`config.mk`:
```
export PLATFORM = sky130hd
export DESIGN_NAME = r_clk_fwft_reader_flat
export DESIGN_NICKNAME = d
export VERILOG_FILES = /design/src/rtl/r_clk_fwft_reader_if.sv /design/src/rtl/r_clk_fwft_reader.sv /design/src/flat_wrapper.sv
export SDC_FILE = /design/constraint.sdc
export NUM_CORES = 1
export LEC_CHECK = 0
export BUFFER_PORTS_ARGS = -buffer_cell sky130_fd_sc_hd__buf_4
export CORE_MARGIN = 8
export CORE_UTILIZATION = 35
export CTS_BUF_LIST = sky130_fd_sc_hd__clkbuf_4 sky130_fd_sc_hd__clkbuf_8 sky130_fd_sc_hd__clkbuf_16
export CTS_CLUSTER_SIZE = 25
export DETAILED_ROUTE_END_ITERATION = 12
export SETUP_SLACK_MARGIN = 0.5
export SYNTH_ARGS = -nofsm -noshare
export SYNTH_HDL_FRONTEND = slang
export SYNTH_SLANG_ARGS = --single-unit
export TNS_END_PERCENT = 5
```
`constraint.sdc`:
```
create_clock -name r_clk -period 4.6 [get_ports r_clk]
set_input_delay 0.23 -clock r_clk [delete_from_list [all_inputs] [get_ports r_clk]]
set_output_delay 0.23 -clock r_clk [all_outputs]
set_load 0.01 [all_outputs]
```
`src/rtl/r_clk_fwft_reader_if.sv`:
```
//==============================================================================
// Module      : r_clk_fwft_reader_if
// Description : Bundle of the FIFO read-side controller's ports: write-pointer
//               input, read pointer/address/strobe towards the memory, and the
//               valid/ready output stream.
// Revision    : 1.0 - initial release
//==============================================================================
`default_nettype none

interface r_clk_fwft_reader_if #(
    parameter int ADDRESS_SIZE = 4,
    parameter int DATA_SIZE    = 8
);
    logic [ADDRESS_SIZE:0]   w_ptr;
    logic [ADDRESS_SIZE:0]   r_ptr;
    logic [ADDRESS_SIZE-1:0] r_addr;
    logic                    r_en_mem;
    logic [DATA_SIZE-1:0]    r_data_mem;
    logic [DATA_SIZE-1:0]    r_data;
    logic                    r_valid;
    logic                    r_ready;
    logic                    r_empty;
    logic [ADDRESS_SIZE:0]   r_level;

    modport master (
        input  w_ptr, r_data_mem, r_ready,
        output r_ptr, r_addr, r_en_mem, r_data, r_valid, r_empty, r_level
    );

    modport slave (
        output w_ptr, r_data_mem, r_ready,
        input  r_ptr, r_addr, r_en_mem, r_data, r_valid, r_empty, r_level
    );
endinterface

`default_nettype wire

```
`src/rtl/r_clk_fwft_reader.sv`:
```
//==============================================================================
// Module      : r_clk_fwft_reader
// Description : Async FIFO read-side controller with a 2-entry prefetch stage
//               giving a first-word-fall-through valid/ready output.
// Revision    : 1.0 - initial release
//==============================================================================
`default_nettype none

module r_clk_fwft_reader #(
    parameter int ADDRESS_SIZE = 4,
    parameter int DATA_SIZE    = 8
) (
    input  wire logic            r_clk,
    input  wire logic            rrst_n,
    r_clk_fwft_reader_if.master  bus
);

    function automatic logic [ADDRESS_SIZE:0] bin2gray(input logic [ADDRESS_SIZE:0] b);
        return b ^ (b >> 1);
    endfunction

    function automatic logic [ADDRESS_SIZE:0] gray2bin(input logic [ADDRESS_SIZE:0] g);
        logic [ADDRESS_SIZE:0] b;
        b = '0;
        for (int i = 0; i <= ADDRESS_SIZE; i++) begin
            b[i] = ^(g >> i);
        end
        return b;
    endfunction

    logic [ADDRESS_SIZE:0]  rq1_wptr;
    logic [ADDRESS_SIZE:0]  rq2_wptr;
    logic [ADDRESS_SIZE:0]  bin_q;
    logic [ADDRESS_SIZE:0]  ptr_q;
    logic [ADDRESS_SIZE:0]  bnext;
    logic                   empty_q;
    logic [ADDRESS_SIZE:0]  level_q;

    logic                   inflight;
    logic                   head_valid;
    logic [DATA_SIZE-1:0]   head_data;
    logic                   skid_valid;
    logic [DATA_SIZE-1:0]   skid_data;

    logic                   head_valid_n;
    logic [DATA_SIZE-1:0]   head_data_n;
    logic                   skid_valid_n;
    logic [DATA_SIZE-1:0]   skid_data_n;

    logic [1:0]             occ;
    logic                   pop;
    logic                   issue;

    // occ counts the in-flight read so the stage can never be over-committed
    assign occ   = {1'b0, head_valid} + {1'b0, skid_valid} + {1'b0, inflight};
    assign pop   = head_valid & bus.r_ready;
    assign issue = !empty_q && ((occ - {1'b0, pop}) < 2'd2);
    assign bnext = bin_q + {{ADDRESS_SIZE{1'b0}}, issue};

    assign bus.r_ptr    = ptr_q;
    assign bus.r_addr   = bin_q[ADDRESS_SIZE-1:0];
    assign bus.r_en_mem = issue;
    assign bus.r_data   = head_data;
    assign bus.r_valid  = head_valid;
    assign bus.r_empty  = empty_q;
    assign bus.r_level  = level_q;

    always_comb begin
        head_valid_n = head_valid;
        head_data_n  = head_data;
        skid_valid_n = skid_valid;
        skid_data_n  = skid_data;
        if (pop) begin
            head_valid_n = skid_valid;
            head_data_n  = skid_valid ? skid_data : head_data;
            skid_valid_n = 1'b0;
        end
        // Returning word takes the first free slot after the pop is applied
        if (inflight) begin
            if (!head_valid_n) begin
                head_valid_n = 1'b1;
                head_data_n  = bus.r_data_mem;
            end else begin
                skid_valid_n = 1'b1;
                skid_data_n  = bus.r_data_mem;
            end
        end
    end

    always_ff @(posedge r_clk or negedge rrst_n) begin
        if (!rrst_n) begin
            rq1_wptr   <= '0;
            rq2_wptr   <= '0;
            bin_q      <= '0;
            ptr_q      <= '0;
            empty_q    <= 1'b1;
            level_q    <= '0;
            inflight   <= 1'b0;
            head_valid <= 1'b0;
            head_data  <= '0;
            skid_valid <= 1'b0;
            skid_data  <= '0;
        end else begin
            rq1_wptr   <= bus.w_ptr;
            rq2_wptr   <= rq1_wptr;
            bin_q      <= bnext;
            ptr_q      <= bin2gray(bnext);
            empty_q    <= (bin2gray(bnext) == rq2_wptr);
            level_q    <= gray2bin(rq2_wptr) - bnext;
            inflight   <= issue;
            head_valid <= head_valid_n;
            head_data  <= head_data_n;
            skid_valid <= skid_valid_n;
            skid_data  <= skid_data_n;
        end
    end

endmodule

`default_nettype wire
```
`src/flat_wrapper.sv`:
```
// flat-port wrapper written by rule: the top's interface ports become plain ports
module r_clk_fwft_reader_flat 
#(
    parameter int ADDRESS_SIZE = 4,
    parameter int DATA_SIZE    = 8
)
  (r_clk, rrst_n, bus_w_ptr, bus_r_data_mem, bus_r_ready, bus_r_ptr, bus_r_addr, bus_r_en_mem, bus_r_data, bus_r_valid, bus_r_empty, bus_r_level);
  r_clk_fwft_reader_if #(.ADDRESS_SIZE(ADDRESS_SIZE), .DATA_SIZE(DATA_SIZE)) bus_i ();
  input  wire logic r_clk;
  input  wire logic rrst_n;
  input wire logic [$bits(bus_i.w_ptr)-1:0] bus_w_ptr;
  input wire logic [$bits(bus_i.r_data_mem)-1:0] bus_r_data_mem;
  input wire logic [$bits(bus_i.r_ready)-1:0] bus_r_ready;
  output wire logic [$bits(bus_i.r_ptr)-1:0] bus_r_ptr;
  output wire logic [$bits(bus_i.r_addr)-1:0] bus_r_addr;
  output wire logic [$bits(bus_i.r_en_mem)-1:0] bus_r_en_mem;
  output wire logic [$bits(bus_i.r_data)-1:0] bus_r_data;
  output wire logic [$bits(bus_i.r_valid)-1:0] bus_r_valid;
  output wire logic [$bits(bus_i.r_empty)-1:0] bus_r_empty;
  output wire logic [$bits(bus_i.r_level)-1:0] bus_r_level;
  assign bus_i.w_ptr = bus_w_ptr;
  assign bus_i.r_data_mem = bus_r_data_mem;
  assign bus_i.r_ready = bus_r_ready;
  assign bus_r_ptr = bus_i.r_ptr;
  assign bus_r_addr = bus_i.r_addr;
  assign bus_r_en_mem = bus_i.r_en_mem;
  assign bus_r_data = bus_i.r_data;
  assign bus_r_valid = bus_i.r_valid;
  assign bus_r_empty = bus_i.r_empty;
  assign bus_r_level = bus_i.r_level;
  r_clk_fwft_reader #(.ADDRESS_SIZE(ADDRESS_SIZE), .DATA_SIZE(DATA_SIZE)) u_core (.r_clk(r_clk), .rrst_n(rrst_n), .bus(bus_i));
endmodule
```
==> flow_metrics.py, run 1 <==
metrics = {
    "clocking": {
        "clk_pin_slew_ns": 0.08,
        "htreeDepth": 2,
        "cts.sinks": 44,
        "cts_resized": 0,
        "cts.path.max_buffers": 2,
        "cts_tree": "built",
        "cts_made_buffers": 5,
        "clock-root-buffer": "clkbuf_8",
        "clk_latency_ns": 0.29,
    },
    "timing": {
        "slew_headroom_pct": 63.9,
        "hold_viol_final": 0,
        "timing.setup.tns_ns": 0,
        "period_needed_ns": 3.45,
        "grt_setup_unrepaired": "no",
        "drv_slew": 0,
        "finalClockSkew_ns": 0.00349,
        "setup_viol": 0,
        "fin_hold_ws_ns": 0.0420,
        "worst_slew_pin_slew_ns": 0.538,
        "finalCritPeriodShare_pct": 74.9,
        "max_freq_mhz": 290,
    },
    "grt": {
        "grtUsageTotal_pct": 9.81,
        "gr-total-overflow": 0,
        "grt_max_degree": 45,
        "grt_pass1_vias": 1396,
        "antenna_found_initial": 0,
        "grt_pass1_wl_um": 6510,
    },
    "worst_setup_path": {
        "crit_arrival_ns": 3.61,
        "path_cells": "and2_1 -> ha_1 -> inv_1 -> ha_1 -> a21oi_1 -> xnor2_1 -> nor2_1 -> ha_1 -> ha_1 -> inv_1 -> fa_1 -> a31oi_1 -> o31ai_1 -> xor2_1",
        "crit_type": "reg2reg",
        "crit_path_max_incr_delay_ns": 0.49,
        "critPathMaxFanout": 6,
        "crit_family": "adder cells",
        "cp-end-kind": "register",
        "crit_required_ns": 4.76,
        "cp_num_buf_inv": 2,
        "r2r_setup_slack_ns": 1.15,
        "cpMostUsedCell": "ha_1",
        "cp_slowest_cell": "fa_1",
        "start_kind": "register",
    },
    "logic_synthesis": {
        "synth_cell_types": 26,
        "synthCells": 138,
        "ys_seq_area_share_pct": 57.4,
        "synth_area_per_cell_um2": 13.9,
        "synth_compound_area_share_pct": 4.17,
        "synth_xor_area_share_pct": 11.6,
        "synth_mux_area_share_pct": 14.6,
        "synth_top_family_by_area": "multiplexers",
        "synth_fa_ha_area_share_pct": 6.18,
        "synthSimpleGateAreaFrac_pct": 3.91,
        "synth_warnings": 0,
        "syn_nets": 162,
        "ys_ff_latch": 44,
        "syn_area_um2": 1920,
    },
    "detailed_routing": {
        "drc_errors": 0,
        "ant_nets": 0,
        "vias_per_cell": 4.54,
        "vias": 1171,
        "drt-total-wl_um": 3740,
        "dr.pass1.iters": 2,
        "first_iter_violations": 44,
        "wire_per_inst_um": 14.5,
    },
    "worst_hold_path": {
        "hp-class": "in2reg",
    },
    "flow_run": {
        "maxCapViolations": 0,
    },
    "floorplanning": {
        "placementRows": 27,
        "core_area_um2": 5410,
        "boundaryPins": 41,
        "dieArea_um2": 8120,
        "die_x_um": 90.1,
        "start_util_pct": 35.6,
        "die_h_um": 90.1,
    },
    "cells_and_area": {
        "area_growth_syn_to_layout_pct": 27.1,
        "final_net_count": 209,
        "diodes": 0,
        "fin_util_pct": 45.2,
        "drive_gt1_share_pct": 40.9,
    },
    "place": {
        "post-dp-hpwl_um": 2870,
        "io_buffers": 40,
        "place.gp.congestion": 0.760,
    },
    "power": {
        "irDropWorstVdd_mv": 0.506,
        "p_leak_nw": 1.13,
        "power_density_nw_per_um2": 898,
    },
    "status": {
        "status": "completed",
    },
}
[path summary, 6_finish.rpt]
| kind | startpoint | end | cells past startpoint |
|---|---|---|---|
| min in group asynchronous | rrst_n | u_core.bus.r_data[3]$_DFF_PN0_ | 2 |
| max | u_core.bus.r_valid$_DFF_PN0_ | u_core.bus.r_level[4]$_DFF_PN0_ | 14 |
| min | bus_w_ptr[1] | u_core.rq1_wptr[1]$_DFF_PN0_ | 1 |
| max in group asynchronous | rrst_n | u_core.rq2_wptr[4]$_DFF_PN0_ | 2 |
| min reg2reg | u_core.rq1_wptr[2]$_DFF_PN0_ | u_core.rq2_wptr[2]$_DFF_PN0_ | 0 |
| max reg2reg | u_core.bus.r_valid$_DFF_PN0_ | u_core.bus.r_level[4]$_DFF_PN0_ | 14 |
[cells in the mapped netlist (all sizes together)]
library cell / instances / area share, %
dfrtp: 43 / 56
mux2: 24 / 14
xnor2: 14 / 6.4
inv: 10 / 2.0
ha: 7 / 4.6
xor2: 6 / 2.7
nand2: 4 / 0.78
nor2: 4 / 0.78
o21ai: 3 / 0.78
a21boi: 2 / 0.78
a21oi: 2 / 0.52
a31oi: 2 / 0.65
and2: 2 / 0.65
nand3: 2 / 0.52
xor3: 2 / 2.5
a211oi: 1 / 0.65
and4b: 1 / 0.52
buf: 1 / 0.26
dfstp: 1 / 1.4
fa: 1 / 1.0
maj3: 1 / 0.59
mux2i: 1 / 0.52
o21a: 1 / 0.39
o31ai: 1 / 0.39
or2: 1 / 0.33
or3: 1 / 0.33
[cell type report]
cell class	count	area (um^2)
sequential	44	1100
timing repair buffer	41	310
inverter	10	37.5
tap	72	90.1
clock inverter	1	30.0
clock buffer	7	96.3
multi-input combinational	83	777
fill	519	2960
[power breakdown]
group          internal, mW  switching [mW]
Sequential            0.572           0.102
Combinational         0.629           0.577
Clock                 0.191           0.123
[metrics by stage]
step | setup WS [ns] | instance area (um^2) | total power [mW] | cells
final | 1.15 | 2440 | 2.19 | 258
after detailed placement | 1.17 | 2310 | 1.91 | 249
after global placement | 1.33 | 2310 | 1.87 | 249
after floorplan | 1.36 | 1920 | 1.51 | 138
after global routing | 0.855 | 2440 | 2.39 | 258
after CTS | 1.15 | 2440 | 2.24 | 258
[cells by family (layout without fill, tap and decap cells)]
group	Yosys count	after routing
buffers and inverters	11	59
AOI/OAI and AO/OA	12	12
xor gates and xnor gates	22	22
adders and majority gates	9	9
muxes	25	25
and+or+nand+nor	15	15
DFF	44	44
[state kept, by name (all words and copies together), names as in the netlist]
name	cells
u_core.bus.r_valid	1
u_core.bus.r_empty	1
u_core.rq1_wptr	5
u_core.bus.r_level	5
u_core.skid_valid	1
u_core.rq2_wptr	5
u_core.bin_q	5
u_core.bus.r_data	8
u_core.inflight	1
u_core.bus.r_ptr	4
u_core.skid_data	8
[layer usage]
layer  GRT usage, %  part of all wire, %
met1           10.4                   41
met3           4.41                  7.5
met4           3.33                  1.0
met5              0                    0
met2           16.9                   51
[cells in the final DEF, fill, tap and decap left out]
cell type / instances
a211oi_2: 1
a21boi_0: 2
a21oi_1: 2
a31oi_1: 2
and2_1: 2
and4b_1: 1
buf_4: 40
bufinv_16: 1
clkbuf_8: 7
dfrtp_1: 43
dfstp_2: 1
dlygate4sd3_1: 1
fa_1: 1
ha_1: 7
inv_1: 10
maj3_2: 1
mux2_2: 24
mux2i_1: 1
nand2_1: 4
nand3_1: 2
nor2_1: 4
o21a_1: 1
o21ai_0: 3
o31ai_1: 1
or2_2: 1
or3_1: 1
xnor2_1: 14
xor2_1: 6
xor3_1: 2
[worst reg2reg max path: stages, from the launching register on]
cell,delay (ns)
dfrtp_1,0.42
and2_1,0.21
ha_1,0.28
inv_1,0.04
ha_1,0.27
a21oi_1,0.18
xnor2_1,0.14
nor2_1,0.09
ha_1,0.26
ha_1,0.40
inv_1,0.11
fa_1,0.49
a31oi_1,0.17
o31ai_1,0.11
xor2_1,0.16
[repair_timing]
action | CTS | global route
hold endpoints to repair | 43 | 0
setup endpoints to repair | 0 | 0
hold buffers | 1 | 0
buffers inserted | 0 | 0
Note: power is estimated with default switching activity, not from simulation.
==> inputs of run 2 (changes only) <==
Clock period 4.6 ns to 2.9 ns, I/O delays scaled along.
==> run 2 against run 1 <==
  * The run now ends with setup timing left
  * Clock power rose by 47%
  * Non-clock buffer count rose by 11
  * Fmax up 19%
  * Sequential share of layout area down 4.0 points
  * Core utilization rose by 4.4 points
  * Hold slack better by 0.044 ns
  * First-iteration DRC count up 2.3%
  * Final cell count grew 4.3%
  * Critical path type unchanged
==> flow_metrics.py, run 2 (same netlist as run 1, synthesis figures left out) <==
metrics = {
    "timing": {
        "hold_viol_final": 0,
        "setup_ws_ns": -0.00359,
        "finalClockSkew_ns": 0.00623,
        "fin_hold_ws_ns": 0.0858,
        "setup_viol": 1,
        "period_needed_ns": 2.90,
        "timing.setup.tns_ns": -0.00359,
        "grt_setup_unrepaired": "yes",
        "slew_headroom_pct": 64.3,
        "worst_slew_pin_slew_ns": 0.535,
        "drv_slew": 0,
        "finalCritPeriodShare_pct": 100,
        "max_freq_mhz": 344,
    },
    "grt": {
        "grt_pass1_vias": 1373,
        "grt_max_degree": 45,
        "antenna_found_initial": 0,
        "grtUsageTotal_pct": 9.84,
        "gr-total-overflow": 0,
        "grt_pass1_wl_um": 6440,
    },
    "power": {
        "p_leak_nw": 1.19,
        "power.total_mw": 4.04,
        "irDropWorstVdd_mv": 0.882,
        "power_density_nw_per_um2": 1500,
    },
    "worst_setup_path": {
        "crit_required_ns": 3.11,
        "start_kind": "register",
        "crit_type": "reg2reg",
        "critPathMaxFanout": 5,
        "cp-end-kind": "register",
        "r2r_cells": 13,
        "crit_arrival_ns": 3.12,
    },
    "detailed_routing": {
        "first_iter_violations": 45,
        "drc_errors": 0,
        "drt-total-wl_um": 3910,
        "wire_per_inst_um": 14.6,
        "vias_per_cell": 4.53,
        "dr.pass1.iters": 4,
        "ant_nets": 0,
        "vias": 1219,
    },
    "place": {
        "post-dp-hpwl_um": 2830,
        "dp.cells": 253,
        "dpl_worst_slack_ns": -0.00322,
        "io_buffers": 40,
        "place.gp.congestion": 0.777,
        "placed_area_um2": 2420,
    },
    "cells_and_area": {
        "final_common_cell": "buf_4",
        "drive_gt1_share_pct": 52.8,
        "diodes": 0,
        "final_net_count": 220,
        "area_growth_syn_to_layout_pct": 39.6,
        "final_cells": 269,
        "stdcell_area_um2": 2680,
        "nFillCells": 483,
        "fin_util_pct": 49.7,
        "final_cell_mix": "buf_4 (46), dfrtp_1 (42), mux2_2 (24)",
    },
    "status": {
        "violations": "setup timing",
        "status": "finished, violations left",
    },
    "clocking": {
        "cts.sinks": 44,
        "cts_made_buffers": 5,
        "cts.path.max_buffers": 2,
        "htreeDepth": 2,
        "clock-root-buffer": "clkbuf_8",
        "cts_tree": "built",
        "clk_latency_ns": 0.29,
        "clk_pin_slew_ns": 0.08,
    },
    "worst_hold_path": {
        "whs_path_depth": 2,
        "hp-class": "in2reg",
    },
    "floorplanning": {
        "die_x_um": 90.1,
        "boundaryPins": 41,
        "start_util_pct": 35.6,
        "dieArea_um2": 8120,
        "core_area_um2": 5410,
        "placementRows": 27,
        "die_h_um": 90.1,
    },
    "flow_run": {
        "maxCapViolations": 0,
    },
}
==> run 2: worst max-delay path, stage by stage (launching register included) <==
cell	delay [ns]
dfrtp_2	0.42
and2_4	0.16
ha_4	0.25
inv_2	0.04
ha_4	0.22
a21oi_2	0.13
xnor2_1	0.10
nor2_2	0.17
ha_4	0.19
ha_4	0.19
and4b_1	0.21
o21a_1	0.21
or3_1	0.33
a211oi_2	0.21
==> run 2: power by group <==
group          switching, mW  leakage, nW  total (mW)  internal [mW]
sequential             0.181        0.511        1.09          0.907
combinational           1.11        0.618        2.49           1.37
clock                  0.196       0.0586       0.461          0.265
==> run 2: routing by layer <==
metal	up-vias	GRT usage (%)	share of wire (%)
met3	6	4.16	6.4
met5	-	0	0
met2	34	16.6	51
li1	582	-	-
met4	0	3.74	1.5
met1	597	10.7	41
==> run 2: timing repair <==
item	4_1_cts	5_1_grt
pin swaps	3	8
hold buffers	6	0
setup endpoints to repair	7	8
endpoints found under the hold margin	48	0
resized for setup	1	9
buffers inserted	1	1
==> run 2: area by class of cell <==
cell class,count,area (um^2),area share [%]
inverter,10,40.0,1.49
timing repair buffer,52,405,15.1
clock buffer,6,76.3,2.84
sequential,44,1100,41.1
clock inverter,2,35.0,1.31
tap,72,90.1,3.36
multi-input combinational,83,933,34.8
==> run 2: path summary, 6_finish.rpt <==
path                                         startpoint                         endpoint  slack [ns]
min in group asynchronous                        rrst_n  u_core.skid_data[0]$_DFFE_PN0P_        0.38
setup reg to reg           u_core.bus.r_valid$_DFF_PN0_     u_core.bus.r_empty$_DFF_PN1_      -0.004
hold / removal                        bus_r_data_mem[5]   u_core.bus.r_data[5]$_DFF_PN0_        0.09
setup / recovery           u_core.bus.r_valid$_DFF_PN0_     u_core.bus.r_empty$_DFF_PN1_      -0.004
hold reg to reg            u_core.rq1_wptr[0]$_DFF_PN0_     u_core.rq2_wptr[0]$_DFF_PN0_        0.35
max in group asynchronous                        rrst_n     u_core.bus.r_valid$_DFF_PN0_        2.14
